<file path="config.mk">
export PLATFORM = sky130hd
export DESIGN_NAME = fifo_pop_display
export DESIGN_NICKNAME = d
export VERILOG_FILES = /design/src/rtl/fifo_pop_display.sv
export SDC_FILE = /design/constraint.sdc
export NUM_CORES = 1
export LEC_CHECK = 0
export CORE_MARGIN = 4
export CORE_UTILIZATION = 44
export CTS_CLUSTER_SIZE = 24
export DETAILED_ROUTE_END_ITERATION = 12
export PLACE_DENSITY = 0.82
export RECOVER_POWER = 25
export SYNTH_ARGS = -nofsm -noshare
export SYNTH_HDL_FRONTEND = slang
export SYNTH_SLANG_ARGS = --single-unit
</file>
<file path="constraint.sdc">
create_clock -name clock -period 1.55 [get_ports clock]
set_clock_uncertainty 0.15 [all_clocks]
set_input_delay 0.31 -clock clock [delete_from_list [all_inputs] [get_ports clock]]
set_output_delay 0.31 -clock clock [all_outputs]
set_load 0.05 [all_outputs]
</file>
<file path="src/rtl/fifo_pop_display.sv">
// Pops one FIFO word per button press and shows it on four hex digits; DEBOUNCE_EN adds a press/release debounce.
// Latency: ren 1 cycle after synced press, digits READ_LATENCY+1 cycles after ren; no pop while empty (sets underflow).
module fifo_pop_display #(
  parameter int WIDTH           = 15,
  parameter int READ_LATENCY    = 1,
  parameter int DEBOUNCE_CYCLES = 4
) (
  input  logic             clock,
  input  logic             reset_n,
  input  logic             button,
  input  logic             empty,
  input  logic [WIDTH-1:0] rdData,
  output logic             ren,
  output logic [6:0]       dataHex0,
  output logic [6:0]       dataHex1,
  output logic [6:0]       dataHex2,
  output logic [6:0]       dataHex3,
  output logic             valid,
  output logic             underflow
);

  typedef enum logic [1:0] {IDLE, LAT, CAPT, WAIT_REL} state_t;

  state_t           state, state_nxt;
  logic [1:0]       rst_sync;
  logic             rst_n;
  logic [1:0]       btn_sync;
  logic             btn_s, btn_lvl, btn_prev, press;
  logic [1:0]       lat_cnt;
  logic [WIDTH-1:0] held;
  logic             ren_nxt, capture, set_uf;

  // Reset asserts immediately, releases two edges later.
  always_ff @(posedge clock or negedge reset_n) begin
    if (!reset_n) rst_sync <= 2'b00;
    else          rst_sync <= {rst_sync[0], 1'b1};
  end
  assign rst_n = rst_sync[1];

  always_ff @(posedge clock or negedge rst_n) begin
    if (!rst_n) btn_sync <= 2'b11;
    else        btn_sync <= {btn_sync[0], button};
  end
  assign btn_s = btn_sync[1];

`ifdef DEBOUNCE_EN
  localparam int DBW = $clog2(DEBOUNCE_CYCLES + 1);
  logic [DBW-1:0] db_cnt;

  // Level flips only after DEBOUNCE_CYCLES consecutive samples disagree with it.
  always_ff @(posedge clock or negedge rst_n) begin
    if (!rst_n) begin
      db_cnt  <= '0;
      btn_lvl <= 1'b1;
    end else if (btn_s != btn_lvl) begin
      if (db_cnt == DBW'(DEBOUNCE_CYCLES - 1)) begin
        btn_lvl <= btn_s;
        db_cnt  <= '0;
      end else begin
        db_cnt <= db_cnt + 1'b1;
      end
    end else begin
      db_cnt <= '0;
    end
  end
`else
  assign btn_lvl = btn_s;
`endif

  always_ff @(posedge clock or negedge rst_n) begin
    if (!rst_n) btn_prev <= 1'b1;
    else        btn_prev <= btn_lvl;
  end
  assign press = btn_prev & ~btn_lvl;

  always_comb begin
    state_nxt = state;
    ren_nxt   = 1'b0;
    capture   = 1'b0;
    set_uf    = 1'b0;
    case (state)
      IDLE: begin
        if (press) begin
          if (empty) begin
            set_uf    = 1'b1;
            state_nxt = WAIT_REL;
          end else begin
            ren_nxt   = 1'b1;
            state_nxt = LAT;
          end
        end
      end
      // ren is high in the first LAT cycle; data is valid READ_LATENCY cycles later.
      LAT: begin
        if (lat_cnt == 2'(READ_LATENCY - 1)) state_nxt = CAPT;
      end
      CAPT: begin
        capture   = 1'b1;
        state_nxt = WAIT_REL;
      end
      WAIT_REL: begin
        if (btn_lvl) state_nxt = IDLE;
      end
      default: state_nxt = IDLE;
    endcase
  end

  always_ff @(posedge clock or negedge rst_n) begin
    if (!rst_n) begin
      state     <= IDLE;
      ren       <= 1'b0;
      lat_cnt   <= 2'd0;
      held      <= '0;
      valid     <= 1'b0;
      underflow <= 1'b0;
    end else begin
      state   <= state_nxt;
      ren     <= ren_nxt;
      lat_cnt <= (state == LAT) ? lat_cnt + 2'd1 : 2'd0;
      if (capture) begin
        held      <= rdData;
        valid     <= 1'b1;
        underflow <= 1'b0;
      end else if (set_uf) begin
        underflow <= 1'b1;
      end
    end
  end

  function automatic logic [6:0] seg7(input logic [3:0] n);
    case (n)
      4'h0: seg7 = 7'b1000000;
      4'h1: seg7 = 7'b1111001;
      4'h2: seg7 = 7'b0100100;
      4'h3: seg7 = 7'b0110000;
      4'h4: seg7 = 7'b0011001;
      4'h5: seg7 = 7'b0010010;
      4'h6: seg7 = 7'b0000010;
      4'h7: seg7 = 7'b1111000;
      4'h8: seg7 = 7'b0000000;
      4'h9: seg7 = 7'b0010000;
      4'hA: seg7 = 7'b0001000;
      4'hB: seg7 = 7'b0000011;
      4'hC: seg7 = 7'b1000110;
      4'hD: seg7 = 7'b0100001;
      4'hE: seg7 = 7'b0000110;
      default: seg7 = 7'b0001110;
    endcase
  endfunction

  assign dataHex0 = seg7(held[3:0]);
  assign dataHex1 = seg7(held[7:4]);
  assign dataHex2 = seg7(held[11:8]);
  assign dataHex3 = seg7({1'b0, held[14:12]});

endmodule

</file>
==> results.cfg <==
[clocking]
cts-root-buf = clkbuf_8
cts.sinks = 27
clock_path_buffers = 2
cts_tree = done
postCtsHoldBufs = 0
clock_latency_ns = 0.30
htree_levels = 1
cts_buffers = 3
clkTransAtPathRegs_ns = 0.11

[global_routing]
antenna_found_initial = 0
grt.overflow.total = 0
grt_usage_pct = 28.1
grt_pass1_wl_um = 11600
grt_use_met1_pct = 32.9
grt_pass1_vias = 2077
grt_use_met2_pct = 51.2
grt-busiest-layer = met2
grt_max_degree = 20
met3_usage_pct = 4.67

[detailed_routing]
drt_pass1_iterations = 4
drtIter0Drc = 154
vias_per_cell = 5.96
totalWireLength_um = 9600
dr_total_vias = 2134
routedWlPerCell_um = 26.8
drc = 0
ant_nets = 0

[sta]
hold_violations = 0
fin_crit_ns = 2.27
max_freq_ghz = 0.440
rsz0062_at_grt = yes
fin_crit_sh_pct = 146
timing.final.max_slew_violations = 0
holdWs_ns = 0.0103
setup_violations = 30
setup_slack_ns = -0.720

[synth]
ys_ff_latch = 27
avgSynthCellArea_um2 = 10.1
synth_edf_count = 0
ys_types = 36
synth.most_common_cell = ha_1
yosysWarnings = 0
postSynthCellCount = 194
synth_area_leader_cell = dfrtp_1
async_flop_share_pct = 100
syn_area_um2 = 1960
ys_top_cells_by_count = ha_1 (31), dfrtp_1 (24), o21ai_0 (21)
synth_nets = 244
ys_seq_area_share_pct = 34.7
synthTopCellsByArea = dfrtp_1 (31%), ha_1 (20%), mux2i_1 (7.2%), o21ai_0 (5.4%), dfstp_2 (4.0%)
synth_top_area_share_pct = 30.7
ys.flop_type = dfrtp_1

[job]
drv_cap = 0

[placement]
dp_hpwl_um = 3890
gp_congestion = 0.812
io_buffer_count = 49
dp.cells = 334

[floorplanning]
die_w_um = 74.7
rows = 24
io_pins = 50
initial_core_util_pct = 45.3
die-area_um2 = 5580
coreArea_um2 = 4320
die_h_um = 74.7

[finish]
area_delta_synth_final_pct = 113
final_cells = 358
insertedDiodeCount = 0
drive_gt1_share_pct = 72.5
nets = 357

[setup_path]
cp.arrival_ns = 1.81
required_ns = 1.09
worstSetupStartpointType = register
r2r_cells = 5
endpoint_kind = output port
crit_fanout = 4
critical_path_class = reg2out

[status]
violations = setup timing
status = finished, violations left

[worst_hold_path]
hold_class = reg2async
[final timing paths]
path	slack (ns)	startpoint	to
max	-0.72	held[4]$_DFFE_PN0P_	dataHex1[3]
min	0.01	rst_sync[1]$_DFF_PN0_	held[13]$_DFFE_PN0P_
max reg2reg	-0.10	state[0]$_DFFE_PN0P_	state[1]$_DFFE_PN0P_
min reg2reg	0.01	rst_sync[1]$_DFF_PN0_	held[13]$_DFFE_PN0P_
max in group asynchronous	0.42	rst_sync[1]$_DFF_PN0_	btn_sync[1]$_DFF_PN1_
min in group clock	0.23	btn_sync[0]$_DFF_PN1_	btn_sync[1]$_DFF_PN1_
[placed cells by master (no fill, tap or decap), drive strengths merged, types with 3 or more instances in the layout]
master,n
o21ai,23
nand2,17
mux2i,14
ha,31
dfstp,3
dfrtp,24
nor2b,5
nor2,14
mux4,3
inv,20
buf,97
a22o,4
mux2,7
clkbuf,4
clkdlybuf4s50,16
[kinds of logic after synthesis]
logic type,synth area share (%)
other,0.191
adders and majority gates,19.8
AOI/OAI and AO/OA,11.9
and+or+nand+nor,12.1
muxes,15.0
DFF,34.7
buffers and inverters,6.39
[layout make-up]
class / instances / area [um2]
Inverter: 19 / 93.8
Clock buffer: 3 / 41.3
Sequential cell: 27 / 693
Fill cell: 71 / 146
Tap cell: 52 / 65.1
Timing Repair Buffer: 116 / 1410
Clock inverter: 1 / 8.76
Multi-Input combinational cell: 140 / 1870
[critical path, stage by stage (launching register included)]
cell and delay (ns):
dfrtp_2 0.46, inv_4 0.09, ha_4 0.27, inv_2 0.04
mux4_2 0.47, buf_6 0.17
[what timing repair did]
| action | in CTS | in global routing |
|---|---|---|
| setup buffers | 16 | 8 |
| pin swaps | 23 | 14 |
| gates resized for setup | 86 | 38 |
| setup endpoints to repair | 29 | 34 |
[flip-flops by register name, indices dropped and copies added (netlist names)]
name       flops
lat_cnt        2
ren            1
state          2
held          15
underflow      1
btn_prev       1
rst_sync       2
btn_sync       2
valid          1
[per-layer routing]
layer	vias to the layer above	routed length [um]
met1	1067	3380
met2	127	5080
met5	-	0
met4	0	554
li1	890	-
met3	50	588
[stage by stage]
stage               worst slack, ns  area (um2)  TNS (ns)  util (%)
floorplan                    -0.306        2280     -2.81         -
global placement             -0.320        3410     -4.09      78.9
detailed placement           -0.355        3410     -4.69      78.9
CTS                          -0.638        3990    -12.50      92.2
global route                 -0.766        4180    -15.88      96.6
finish                       -0.720        4180    -14.68      96.6
Power is left out: the tool's default activity adds up to more than one toggle a clock period on the data nets, which glitch-free logic cannot reach.
